File: src/rtl/gate_sweep_pkg.sv
// ============================================================================
// Module      : gate_sweep_pkg
// Description : Shared state encoding, vector count and truth-table constants
//               for the gate sweep controller.
// Revision    : 1.0 - initial release
// ============================================================================
`default_nettype none

package gate_sweep_pkg;

    typedef enum logic [1:0] {
        ST_IDLE   = 2'd0,
        ST_SETTLE = 2'd1,
        ST_SAMPLE = 2'd2,
        ST_DONE   = 2'd3
    } state_t;

    localparam int unsigned NUM_VEC  = 4;
    localparam logic [1:0]  LAST_VEC = 2'(NUM_VEC - 1);
    localparam int unsigned CNT_W    = 4;

    // Truth tables indexed by {a,b}
    localparam logic [3:0] TT_AND  = 4'b1000;
    localparam logic [3:0] TT_OR   = 4'b1110;
    localparam logic [3:0] TT_NAND = 4'b0111;
    localparam logic [3:0] TT_NOR  = 4'b0001;
    localparam logic [3:0] TT_XOR  = 4'b0110;
    localparam logic [3:0] TT_XNOR = 4'b1001;

    function automatic logic [3:0] tt_set_bit(input logic [3:0] tt,
                                              input logic [1:0] idx,
                                              input logic       y);
        logic [3:0] r;
        r      = tt;
        r[idx] = y;
        return r;
    endfunction

endpackage

`default_nettype wire

File: src/rtl/gate_sweep_ctrl.sv
// ============================================================================
// Module      : gate_sweep_ctrl
// Description : Sweeps the four {a,b} vectors through a 2-input gate, captures
//               its truth table and compares it with EXP_TT. Optional failure
//               counter enabled by macro GATE_SWEEP_ERRCNT_EN.
// Revision    : 1.0 - initial release
// ============================================================================
`default_nettype none

module gate_sweep_ctrl
    import gate_sweep_pkg::*;
#(
    parameter int unsigned SETTLE_CYC = 2,
    parameter logic [3:0]  EXP_TT     = TT_NAND
) (
    input  logic       clk,
    input  logic       rst_n,
    input  logic       start,
    output logic       a_drv,
    output logic       b_drv,
    input  logic       y_in,
    output logic       busy,
    output logic       done,
    output logic       pass,
    output logic [3:0] truth_tbl,
    output logic [1:0] vec_idx
`ifdef GATE_SWEEP_ERRCNT_EN
    ,
    output logic [7:0] err_cnt
`endif
);

    localparam logic [CNT_W-1:0] c_CNT_LOAD = CNT_W'(SETTLE_CYC - 1);

    state_t           r_state;
    state_t           w_state_nxt;
    logic [CNT_W-1:0] r_cnt;
    logic [CNT_W-1:0] w_cnt_nxt;
    logic [1:0]       r_vec;
    logic [1:0]       w_vec_nxt;
    logic             r_a;
    logic             w_a_nxt;
    logic             r_b;
    logic             w_b_nxt;
    logic             r_busy;
    logic             w_busy_nxt;
    logic             r_pass;
    logic             w_pass_nxt;
    logic [3:0]       r_tt;
    logic [3:0]       w_tt_nxt;

    always_ff @(posedge clk or negedge rst_n) begin
        if (!rst_n) begin
            r_state <= ST_IDLE;
            r_cnt   <= '0;
            r_vec   <= '0;
            r_a     <= 1'b0;
            r_b     <= 1'b0;
            r_busy  <= 1'b0;
            r_pass  <= 1'b0;
            r_tt    <= '0;
        end else begin
            r_state <= w_state_nxt;
            r_cnt   <= w_cnt_nxt;
            r_vec   <= w_vec_nxt;
            r_a     <= w_a_nxt;
            r_b     <= w_b_nxt;
            r_busy  <= w_busy_nxt;
            r_pass  <= w_pass_nxt;
            r_tt    <= w_tt_nxt;
        end
    end

    always_comb begin
        w_state_nxt = r_state;
        w_cnt_nxt   = r_cnt;
        w_vec_nxt   = r_vec;
        w_a_nxt     = r_a;
        w_b_nxt     = r_b;
        w_busy_nxt  = r_busy;
        w_pass_nxt  = r_pass;
        w_tt_nxt    = r_tt;
        case (r_state)
            ST_IDLE: begin
                if (start) begin
                    w_vec_nxt   = '0;
                    w_a_nxt     = 1'b0;
                    w_b_nxt     = 1'b0;
                    w_tt_nxt    = '0;
                    w_pass_nxt  = 1'b0;
                    w_cnt_nxt   = c_CNT_LOAD;
                    w_busy_nxt  = 1'b1;
                    w_state_nxt = ST_SETTLE;
                end
            end
            ST_SETTLE: begin
                if (r_cnt == '0) begin
                    w_state_nxt = ST_SAMPLE;
                end else begin
                    w_cnt_nxt = r_cnt - 1'b1;
                end
            end
            ST_SAMPLE: begin
                w_tt_nxt = tt_set_bit(r_tt, r_vec, y_in);
                if (r_vec == LAST_VEC) begin
                    w_pass_nxt  = (w_tt_nxt == EXP_TT);
                    w_a_nxt     = 1'b0;
                    w_b_nxt     = 1'b0;
                    w_state_nxt = ST_DONE;
                end else begin
                    // Drives track the index so a/b never disagree with vec_idx
                    w_vec_nxt          = r_vec + 2'd1;
                    {w_a_nxt, w_b_nxt} = r_vec + 2'd1;
                    w_cnt_nxt          = c_CNT_LOAD;
                    w_state_nxt        = ST_SETTLE;
                end
            end
            ST_DONE: begin
                w_busy_nxt  = 1'b0;
                w_state_nxt = ST_IDLE;
            end
            default: begin
                w_state_nxt = ST_IDLE;
            end
        endcase
    end

`ifdef GATE_SWEEP_ERRCNT_EN
    logic [7:0] r_err_cnt;

    // Counts failing sweeps; start never clears it
    always_ff @(posedge clk or negedge rst_n) begin
        if (!rst_n) begin
            r_err_cnt <= '0;
        end else if ((r_state == ST_DONE) && !r_pass && (r_err_cnt != 8'hFF)) begin
            r_err_cnt <= r_err_cnt + 8'd1;
        end
    end

    assign err_cnt = r_err_cnt;
`endif

    assign a_drv     = r_a;
    assign b_drv     = r_b;
    assign busy      = r_busy;
    assign done      = (r_state == ST_DONE);
    assign pass      = r_pass;
    assign truth_tbl = r_tt;
    assign vec_idx   = r_vec;

endmodule

`default_nettype wire

File: config.mk
export PLATFORM = sky130hd
export DESIGN_NAME = gate_sweep_ctrl
export DESIGN_NICKNAME = d
export VERILOG_FILES = /design/src/rtl/gate_sweep_pkg.sv /design/src/rtl/gate_sweep_ctrl.sv
export SDC_FILE = /design/constraint.sdc
export NUM_CORES = 1
export LEC_CHECK = 0
export BUFFER_PORTS_ARGS = -buffer_cell sky130_fd_sc_hd__clkbuf_2
export CORE_AREA = 10 10 55 57
export DETAILED_ROUTE_END_ITERATION = 12
export DIE_AREA = 0 0 65 67
export PLACE_DENSITY = 0.73
export SLEW_MARGIN = 10
export SYNTH_ARGS = -nofsm -noshare
export SYNTH_HDL_FRONTEND = slang
export SYNTH_SLANG_ARGS = --single-unit
export TNS_END_PERCENT = 20
File: constraint.sdc
create_clock -name clk -period 1.5 [get_ports clk]
set_clock_uncertainty 0.15 [all_clocks]
set_input_delay 0.3 -clock clk [delete_from_list [all_inputs] [get_ports clk]]
set_output_delay 0.3 -clock clk [all_outputs]
set_load 0.02 [all_outputs]
==> metrics.csv, run 1 <==
stage,metric,value,unit
hold_path,HP Class,primary input to register,
synth,asr flop ratio synth,1.00,
finish,n_diodes,0,
timing,final worst slack,-0.0850,ns
cts,total CTS buffers,3,
timing,Max Slew Vio Count,0,
cts,clock sinks,16,
floorplan,DIE AREA,0.00436,mm²
floorplan,standard-cell rows,16,
synth,Yosys warning total,0,
finish,share of layout cells above drive strength 1,0.523,
synth,Cell variety after synth,32,
route,final wirelength,2430,µm
worst_setup_path,crit path capture type,register,
worst_setup_path,Setup crit start kind,register,
cts,clock root buffer master,clkbuf_4,
timing,Tcrit/Tclk final,1.06,
synth,Mapped Cells,92,
synth,synth cell count leaders,"dfrtp_1 (16), nand2_1 (9), inv_1 (6)",
timing,FMAX,0.631,GHz
finish,Fillers,160,
route,DRT iter0 DRCs,16,
global_route,global-route wire length before repair,3820,µm
placed_design,RD Place Congestion,0.843,
synth,sequential cell area fraction in the yosys report,0.442,
synth,syn_area_per_cell,9.85,µm²
placed_design,DP Worst Slack,-0.104,ns
synth,Synth Flop Type,dfrtp_1,
route,drt first pass iters,4,
finish,area occupied by multi-input gates,576,µm²
placed_design,PortBufs,14,
flow_run,max cap viols,0,
timing,Fin Setup TNS,-0.281,ns
run_status,failing checks,setup timing,
synth,synthesized area,906,µm²
global_route,initial antenna violation count,0,
synth,Synth area leader,dfrtp_1,
cts,H-tree Lvls,1,
timing,# setup viols final,5,
cts,clk slew on worst S/H paths,0.10,ns
run_status,outcome,finished with violations,
worst_setup_path,Worst Setup Path Type,register to register,
route,DRC violations left,0,
pwr,VDD IR-drop max,0.00143,V
pwr,pwr dens,2110,mW/mm²
timing,minimum clock period,1.59,ns
route,Via Count,857,
cts,CTS tree,built,
synth,Mapped Nets,101,
global_route,GRT Overall Usage,0.110,
floorplan,die height,67,µm
synth,dominant cells by area after synthesis,"dfrtp_1 (44%), ha_1 (6.9%), mux2i_1 (4.4%)",
cts,Clock Tree Buf Depth,2,
global_route,largest net degree at the start of global routing,17,
pwr,Net Sw Frac,0.411,
floorplan,CORE AREA,0.00194,mm²
worst_setup_path,Worst EP required,1.58,ns
finish,Storage cell area,405,µm²
finish,Nets,138,
finish,Util after Layout,0.678,
worst_setup_path,crit path DAT,1.67,ns
floorplan,Initial Utilization,0.466,
global_route,vias in the first global route,841,
synth,most frequent cell after synthesis,dfrtp_1,
finish,area delta synth->final,45.3,%
placed_design,Detail Placement HPWL,1610,µm
floorplan,Chip Width,65,µm
cts,clk_lat worst skew,0.29,ns
timing,RSZ-0062 raised after global routing,yes,
route,Routed Antenna Nets,0,
floorplan,# IOs,15,
pwr,Reg power frac,0.278,
pwr,total internal power,0.00164,W
synth,top-area cell type share of the netlist area,0.442,
timing,Worst-Margin Slew,0.404,ns
pwr,Gate power share,0.615,
synth,"FF+latch count, synth",16,
pwr,NetSw,0.00114,W
timing,headroom to the max-slew limit,0.731,
pwr,P_leak,0.606,nW
worst_setup_path,"Max FO, Critical Path",2,
synth,"EDFF count, synth",0,
pwr,clock power share,0.107,
timing,final hold violations,0,
route,via density per instance,5.53,
global_route,Congestion Overflow GR,0,
route,WL per Instance,15.7,µm
## power by group through the flow
stage | Combinational, W | Clock [W] | Sequential, W
after floorplan | 0.000725 | 0 | 0.000828
after global placement | 0.00125 | 0 | 0.000757
after detailed placement | 0.00128 | 0 | 0.000765
after CTS | 0.00150 | 0.000300 | 0.000748
after global routing | 0.00186 | 0.000316 | 0.000801
final | 0.00171 | 0.000297 | 0.000772
## cell families (layout without fill, tap and decap cells)
group | count (synthesis) | count (layout) | synth area share
mux | 7 | 7 | 0.0815
flops | 16 | 16 | 0.442
buf+inv | 9 | 45 | 0.0414
fa+ha+maj | 5 | 5 | 0.0691
simple gates | 28 | 28 | 0.163
compound gates | 27 | 27 | 0.203
## through the flow
stage | hold WS [ns] | area (µm²) | instances | total power (W)
floorplan | -0.146 | 913 | 92 | 0.00155
global placement | 0.0980 | 1110 | 145 | 0.00201
detailed placement | 0.0961 | 1110 | 145 | 0.00205
CTS | 0.226 | 1230 | 153 | 0.00255
global route | 0.281 | 1320 | 155 | 0.00298
finish | 0.245 | 1320 | 155 | 0.00277
## state kept, by name, summed over array words and instances (netlist names)
| register | flops |
|---|---|
| r_cnt | 4 |
| truth_tbl | 4 |
| r_state | 2 |
| vec_idx | 2 |
| a_drv | 1 |
| b_drv | 1 |
| busy | 1 |
| pass | 1 |
## repair_timing
action                                  4_1_cts  5_1_grt
gates resized for setup                      14       18
hold endpoints to repair                     16        0
endpoints found under the setup margin        7       15
pin swaps                                     2        1
hold buffers                                  1        0
buffers inserted                              3        2
## placed cells by master (no fill, tap or decap), drive strengths merged
master / instances
and2: 2
o21ba: 1
o41ai: 2
nor3b: 2
nor4b: 2
or4: 1
o31ai: 1
inv: 6
dlygate4sd3: 1
nand3: 1
a21oi: 4
nor2b: 2
nor3: 2
o21a: 1
nand2b: 2
clkbuf: 16
mux2: 3
a21o: 1
a22o: 2
or3: 1
o211ai: 1
o22ai: 2
ha: 5
a22oi: 1
nand2: 9
o21bai: 1
o21ai: 8
mux2i: 4
nor2: 4
dfrtp: 16
o2bb2ai: 1
a41oi: 1
buf: 22
## worst max-delay path, cell delays in order, from the launching register on
cell and delay, ns:
dfrtp_1 0.42, buf_6 0.13, or3_4 0.33, or4_4 0.42
nand3_2 0.09
## final timing paths
check	startpoint	to	slack, ns	cells after the start
hold / removal	y_in	pass$_DFFE_PN0P_	0.24	3
hold reg to reg	a_drv$_DFFE_PN0P_	a_drv$_DFFE_PN0P_	0.36	1
min in group asynchronous	rst_n	b_drv$_DFFE_PN0P_	0.30	2
max in group asynchronous	rst_n	vec_idx[1]$_DFFE_PN0P_	0.59	2
setup / recovery	r_cnt[1]$_DFFE_PN0P_	r_cnt[3]$_DFFE_PN0P_	-0.09	4
setup reg to reg	r_cnt[1]$_DFFE_PN0P_	r_cnt[3]$_DFFE_PN0P_	-0.09	4
## per-layer routing
metal	wire length (µm)	track usage	vias up	share of wire
met5	0	0	-	0
met4	13	0.0401	0	0.0053
met3	113	0.0334	2	0.046
met2	1220	0.187	16	0.50
met1	1090	0.127	431	0.45
li1	-	-	408	-
## final cells by class
class,instances,area share
timing repair buffer,35,0.184
tap,27,0.0257
sequential,16,0.308
inverter,6,0.0171
multi-input combinational,67,0.437
clock buffer,4,0.0276
Note: power is estimated with default switching activity, not from simulation.
==> run 2, diff against run 1 <==
--- a/config.mk
+++ b/config.mk
@@ -5,11 +5,12 @@
 export SDC_FILE = /design/constraint.sdc
 export NUM_CORES = 1
 export LEC_CHECK = 0
+export ABC_AREA = 1
 export BUFFER_PORTS_ARGS = -buffer_cell sky130_fd_sc_hd__clkbuf_2
-export CORE_AREA = 10 10 55 57
+export CORE_AREA = 10 10 54 56
 export DETAILED_ROUTE_END_ITERATION = 12
-export DIE_AREA = 0 0 65 67
-export PLACE_DENSITY = 0.73
+export DIE_AREA = 0 0 64 66
+export PLACE_DENSITY = 0.74
 export SLEW_MARGIN = 10
 export SYNTH_ARGS = -nofsm -noshare
 export SYNTH_HDL_FRONTEND = slang
==> metrics.csv, run 2 <==
stage,metric,value,unit,change
timing,Max Slew Vio Count,0,,unchanged
route,DRC violations left,0,,unchanged
floorplan,die height,66,µm,-1.5%
finish,share of layout cells above drive strength 1,0.281,,-0.242
global_route,GRT Overall Usage,0.0967,,-0.0131
synth,dominant cells by area after synthesis,"dfrtp_1 (46%), nand2_1 (18%), ha_1 (7.1%)",,
floorplan,Initial Utilization,0.462,,-0.00465
timing,RSZ-0062 raised after global routing,yes,,
synth,main combinational cell family by area after synthesis,simple AND/OR/NAND/NOR gates,,
synth,Synth area leader,dfrtp_1,,
global_route,initial antenna violation count,0,,unchanged
floorplan,Chip Width,64,µm,-1.5%
worst_setup_path,crit path cell chain,nand2_2 -> inv_1 -> buf_4,,
worst_setup_path,crit path capture type,output port,,
run_status,outcome,"finished, final reports clean",,
route,Routed Antenna Nets,0,,unchanged
synth,Synth Area in Simple Gates,0.346,,+0.183
pwr,VDD IR-drop max,0.00111,V,-22%
route,WL per Instance,11.4,µm,-27%
cts,clock root buffer master,clkbuf_4,,
cts,H-tree Lvls,1,,unchanged
route,drt first pass iters,4,,unchanged
synth,Yosys warning total,0,,unchanged
finish,"commonest non-fill, non-tap cells in the layout","nand2_1 (41), dfrtp_1 (14), clkbuf_2 (13), nor2_1 (12), inv_1 (9)",,
pwr,NetSw,0.00103,W,-9.3%
finish,Nets,145,,+5.1%
pwr,pwr dens,2050,mW/mm²,-2.7%
route,Via Count,762,,-11%
synth,most frequent cell after synthesis,nand2_1,,
global_route,met2 usage,0.153,,-0.0342
placed_design,Detail Placement HPWL,1450,µm,-9.7%
synth,asr flop ratio synth,1.00,,unchanged
worst_setup_path,"Largest stage delay, worst path",0.44,ns,+0.02 ns
timing,minimum clock period,1.48,ns,-0.110 ns
worst_setup_path,slowest cell on the critical path,dfrtp_1,,
worst_setup_path,Reg2Reg Setup Slack,0.07,ns,+0.16 ns
hold_path,Worst Hold Depth,3,,unchanged
finish,most common library cell in the layout ignoring fill and taps,nand2_1,,
pwr,total internal power,0.00115,W,-30%
synth,Mapped Nets,124,,+23%
floorplan,CORE AREA,0.00190,mm²,-2.1%
finish,area occupied by multi-input gates,442,µm²,-23%
synth,sequential cell area fraction in the yosys report,0.456,,+0.0139
hold_path,Hold Crit Endpoint,busy$_DFFE_PN0P_,,
worst_setup_path,crit path DAT,1.03,ns,-0.64 ns
synth,Mapped Cells,115,,+25%
timing,final hold violations,0,,unchanged
global_route,met1 usage,0.124,,-0.00276
synth,"FF+latch count, synth",16,,unchanged
hold_path,HP Class,primary input to register,,
worst_setup_path,FF-to-FF Start,r_state[1]$_DFFE_PN0P_,,
pwr,clock power share,0.133,,+0.026
worst_setup_path,WP buf/inv,2,,+1
worst_setup_path,"delay-heaviest family, CP",flip-flops,,
global_route,largest net degree at the start of global routing,17,,unchanged
floorplan,standard-cell rows,16,,unchanged
pwr,Gate power share,0.534,,-0.081
cts,Clock Tree Buf Depth,2,,unchanged
cts,clk slew on worst S/H paths,0.10,ns,about the same
global_route,global-route wire length before repair,3380,µm,-12%
cts,CTS tree,built,,
synth,"EDFF count, synth",0,,unchanged
synth,syn_area_per_cell,7.64,µm²,-22%
floorplan,DIE AREA,0.00422,mm²,-3.0%
synth,top-area cell type share of the netlist area,0.456,,+0.0139
hold_path,hold path startpoint,start,,
finish,fin area,0.00106,mm²,-19%
placed_design,RD Place Congestion,0.815,,-3.3%
timing,Tcrit/Tclk final,0.984,,-0.0730
finish,Storage cell area,403,µm²,-0.62%
worst_setup_path,"Max FO, Critical Path",4,,+2
synth,synth cell count leaders,"nand2_1 (42), dfrtp_1 (16), nor2_1 (12)",,
synth,XOR/XNOR Fraction of Synth Area,0,,unchanged
global_route,vias in the first global route,762,,-9.4%
floorplan,# IOs,15,,unchanged
cts,total CTS buffers,3,,unchanged
global_route,gr busiest metal,met2,,
worst_setup_path,Setup crit start kind,register,,
timing,Fin Setup TNS,0,ns,+0.281 ns
placed_design,PortBufs,14,,unchanged
finish,Fillers,181,,+13%
timing,Worst-Margin Slew,0.386,ns,-0.0173 ns
timing,headroom to the max-slew limit,0.742,,+0.0115
finish,n_diodes,0,,unchanged
finish,area delta synth->final,21.1,%,
flow_run,max cap viols,0,,unchanged
route,via density per instance,4.70,,-15%
pwr,Reg power frac,0.333,,+0.055
pwr,P_leak,0.598,nW,-1.2%
synth,post-synthesis adder-cell area fraction,0.0712,,+0.00216
cts,clock sinks,16,,unchanged
timing,FMAX,0.678,GHz,+7.4%
synth,Synth Flop Type,dfrtp_1,,
worst_setup_path,Worst Setup Path Type,register to output port,,
worst_setup_path,Worst EP required,1.05,ns,-0.53 ns
worst_setup_path,worst r2r dst,r_cnt[2]$_DFFE_PN0P_,,
worst_setup_path,reg2reg path depth,8,,+4
synth,synthesized area,878,µm²,-3.0%
pwr,Net Sw Frac,0.474,,+0.0629
synth,mux cell area share after synthesis,0,,-0.0815
route,DRT iter0 DRCs,30,,+14
global_route,Congestion Overflow GR,0,,unchanged
synth,Synth Area in Compound Gates,0.0627,,-0.140
cts,clk_lat worst skew,0.29,ns,about the same
global_route,GR Util met3,0.0305,,-0.00294
timing,# setup viols final,0,,-5
placed_design,DP Area,982,µm²,-12%
synth,Cell variety after synth,15,,-53%
route,final wirelength,1850,µm,-24%
-- run 2: metal layers --
metal  wire, µm  vias to the layer above
met4         27                        0
met5          0                        -
li1           -                      396
met2        886                       12
met3         76                        4
met1        855                      350
-- run 2: stage by stage --
stage	utilization	hold slack, ns	instances	setup slack (ns)	power (W)
6_report	0.559	0.143	162	0.0245	0.00218
5_1_grt	0.559	0.149	162	-0.0208	0.00240
4_1_cts	0.545	0.140	162	0.0126	0.00214
3_5_place_dp	0.516	0.101	156	0.0865	0.00182
3_3_place_gp	0.516	0.0987	156	0.127	0.00179
2_1_floorplan	-	-0.146	115	0.0490	0.00155
-- run 2: cell families after synthesis --
| group | Yosys count |
|---|---|
| fa+ha+maj | 5 |
| simple gates | 68 |
| compound gates | 11 |
| flops | 16 |
| buf+inv | 15 |
-- run 2: worst register-to-register path, delay by kind of cell, from the launching register on --
family	cells	cell delay (ns)
DFF	1	0.41
buffers and inverters	2	0.23
and+or+nand+nor	6	0.57
-- run 2: power by group through the flow --
stage | combinational, W | sequential, W | clock (W)
floorplan | 0.000743 | 0.000803 | 0
global placement | 0.00107 | 0.000716 | 0
detailed placement | 0.00110 | 0.000723 | 0
CTS | 0.00114 | 0.000700 | 0.000294
global route | 0.00133 | 0.000757 | 0.000312
finish | 0.00116 | 0.000726 | 0.000291
-- run 2: final cells by class --
class,count,share of cell area
timing repair buffer,16,0.0847
clock buffer,4,0.0341
multi-input combinational,84,0.415
inverter,15,0.0553
sequential,16,0.379
tap,27,0.0318
-- run 2: worst max-delay path by stage --
stage	cells past startpoint	to	from	slack, ns
after CTS	3	done	r_state[0]$_DFFE_PN0P_	0.01
after floorplan	7	pass$_DFFE_PN0P_	vec_idx[0]$_DFFE_PN0P_	0.05
final	3	done	r_state[0]$_DFFE_PN0P_	0.02
after detailed placement	7	pass$_DFFE_PN0P_	vec_idx[0]$_DFFE_PN0P_	0.09
after global routing	3	done	r_state[0]$_DFFE_PN0P_	-0.02
after global placement	7	pass$_DFFE_PN0P_	vec_idx[0]$_DFFE_PN0P_	0.13
-- run 2: repair_timing --
action	in CTS	in global routing
buffers inserted	1	0
endpoints found under the setup margin	1	5
hold buffers	1	0
hold endpoints to repair	16	0
gates resized for setup	0	13
cloned	0	0
==> run 3, diff against run 2 <==
--- a/config.mk
+++ b/config.mk
@@ -7,9 +7,9 @@
 export LEC_CHECK = 0
 export ABC_AREA = 1
 export BUFFER_PORTS_ARGS = -buffer_cell sky130_fd_sc_hd__clkbuf_2
-export CORE_AREA = 10 10 54 56
+export CORE_AREA = 2 2 46 48
 export DETAILED_ROUTE_END_ITERATION = 12
-export DIE_AREA = 0 0 64 66
+export DIE_AREA = 0 0 48 50
 export PLACE_DENSITY = 0.74
 export SLEW_MARGIN = 10
 export SYNTH_ARGS = -nofsm -noshare
==> metrics.csv, run 3 (synthesis gave the netlist of run 2 again) <==
stage,metric,value,unit,change
floorplan,CORE AREA,0.00190,mm²,unchanged
placed_design,RD Place Congestion,0.828,,+1.6%
cts,clk_lat worst skew,0.29,ns,about the same
timing,Max Slew Vio Count,0,,unchanged
pwr,Net Sw Frac,0.478,,+0.00384
finish,Nets,145,,unchanged
pwr,total internal power,0.00108,W,-5.9%
global_route,GR Util met3,0.0220,,-0.00853
cts,Clock Tree Buf Depth,2,,unchanged
worst_setup_path,Worst Setup Path Type,register to output port,,
timing,Tcrit/Tclk final,0.972,,-0.0114
route,Via Count,742,,-2.6%
timing,RSZ-0062 raised after global routing,no,,
route,DRC violations left,0,,unchanged
timing,final hold violations,0,,unchanged
cts,total CTS buffers,3,,unchanged
pwr,clock power share,0.113,,-0.020
global_route,gr busiest metal,met1,,
finish,"commonest non-fill, non-tap cells in the layout","nand2_1 (41), dfrtp_1 (16), clkbuf_2 (13), nor2_1 (12)",,
cts,clock sinks,16,,unchanged
timing,final worst slack,0.0417,ns,+0.0171 ns
cts,clk slew on worst S/H paths,0.09,ns,about the same
route,final wirelength,1610,µm,-13%
pwr,P_leak,0.593,nW,-0.85%
pwr,VDD IR-drop max,0.000954,V,-14%
finish,share of layout cells above drive strength 1,0.254,,-0.0278
cts,CTS tree,built,,
route,drt first pass iters,3,,-1
timing,Worst-Margin Slew,0.397,ns,+0.0101 ns
global_route,GRT Overall Usage,0.164,,+0.0670
global_route,initial antenna violation count,0,,unchanged
route,DRT iter0 DRCs,4,,-87%
cts,H-tree Lvls,1,,unchanged
floorplan,# IOs,15,,unchanged
finish,Util after Layout,0.543,,-0.0158
worst_setup_path,Worst EP required,1.05,ns,about the same
timing,# setup viols final,0,,unchanged
global_route,met1 usage,0.227,,+0.103
placed_design,DP Worst Slack,0.0679,ns,-0.0186 ns
floorplan,DIE AREA,0.00240,mm²,-43%
global_route,met2 usage,0.222,,+0.0692
worst_setup_path,crit path DAT,1.01,ns,-0.02 ns
floorplan,Initial Utilization,0.462,,unchanged
global_route,largest net degree at the start of global routing,17,,unchanged
global_route,vias in the first global route,662,,-13%
timing,headroom to the max-slew limit,0.736,,-0.00676
pwr,NetSw,0.000988,W,-4.4%
finish,fin area,0.00103,mm²,-2.8%
cts,clock root buffer master,clkbuf_4,,
timing,FMAX,0.686,GHz,+1.2%
global_route,global-route wire length before repair,2700,µm,-20%
floorplan,standard-cell rows,16,,unchanged
finish,Non-Filler Instances,161,,-0.62%
placed_design,placed cells,156,,unchanged
finish,n_diodes,0,,unchanged
floorplan,die height,50,µm,-24%
pwr,Reg power frac,0.344,,+0.011
finish,area delta synth->final,17.7,%,
placed_design,DP Area,982,µm²,unchanged
pwr,pwr dens,2000,mW/mm²,-2.4%
worst_setup_path,crit path capture type,output port,,
timing,Fin Setup TNS,0,ns,unchanged
finish,most common library cell in the layout ignoring fill and taps,nand2_1,,
placed_design,Detail Placement HPWL,1200,µm,-17%
timing,minimum clock period,1.46,ns,-0.0171 ns
hold_path,HP Class,primary input to register,,
global_route,Congestion Overflow GR,0,,unchanged
pwr,Gate power share,0.543,,+0.009
route,WL per Instance,10.0,µm,-12%
route,Routed Antenna Nets,0,,unchanged
placed_design,PortBufs,14,,unchanged
worst_setup_path,"Max FO, Critical Path",4,,unchanged
route,via density per instance,4.61,,-2.0%
flow_run,max cap viols,0,,unchanged
floorplan,Chip Width,48,µm,-25%
worst_setup_path,Setup crit start kind,register,,
run_status,outcome,"finished, final reports clean",,
run 3: cell count changes in the layout (fill, tap and decap cells not counted), sizes merged:
cell | previous run | this run
clkbuf | 17 | 16
run 3: final timing paths:
| kind | startpoint | endpoint | slack, ns | cells after the start |
|---|---|---|---|---|
| worst min register to register | b_drv$_DFFE_PN0P_ | b_drv$_DFFE_PN0P_ | 0.34 | 2 |
| max in group asynchronous | rst_n | r_cnt[2]$_DFFE_PN0P_ | 0.61 | 2 |
| worst max register to register | r_state[1]$_DFFE_PN0P_ | r_cnt[2]$_DFFE_PN0P_ | 0.12 | 7 |
| worst min-delay path | start | busy$_DFFE_PN0P_ | 0.12 | 3 |
| min in group asynchronous | rst_n | a_drv$_DFFE_PN0P_ | 0.31 | 2 |
| worst max-delay path | r_state[0]$_DFFE_PN0P_ | done | 0.04 | 3 |
run 3: worst max-delay path: stages (launching register included):
cell and delay (ns):
dfrtp_1 0.44, nand2_2 0.12, inv_2 0.04, buf_6 0.12
run 3: per-stage QoR:
| step | hold WS (ns) | power [W] |
|---|---|---|
| final | 0.124 | 0.00207 |
| after global routing | 0.157 | 0.00228 |
| after CTS | 0.126 | 0.00206 |
| after detailed placement | 0.105 | 0.00180 |
| after global placement | 0.0960 | 0.00177 |
| after floorplan | -0.146 | 0.00155 |
run 3: per-layer routing:
layer / wire length, µm / share of wire / vias to the layer above
met5: 0 / 0 / -
met4: 60 / 0.037 / 0
met3: 36 / 0.022 / 5
met2: 721 / 0.45 / 12
met1: 791 / 0.49 / 328
li1: - / - / 397
run 3: what timing repair did:
item                                    4_1_cts  5_1_grt
pin swaps                                     0        1
endpoints found under the setup margin        1        2
gates resized for setup                       0       10
hold buffers                                  1        0
buffers inserted                              1        0
hold endpoints to repair                     16        0
run 3: power groups by stage:
| stage | combinational [W] | clock (W) | sequential (W) |
|---|---|---|---|
| after CTS | 0.00112 | 0.000242 | 0.000702 |
| after detailed placement | 0.00108 | 0 | 0.000725 |
| final | 0.00112 | 0.000234 | 0.000711 |
| after global routing | 0.00129 | 0.000259 | 0.000729 |
| after floorplan | 0.000743 | 0 | 0.000803 |
| after global placement | 0.00106 | 0 | 0.000717 |
run 3: layout make-up:
type,count,area (µm²)
inverter,15,56.3
tap,27,33.8
clock buffer,3,22.5
sequential,16,400
fill,177,868
timing repair buffer,16,93.8
multi-input combinational,84,427
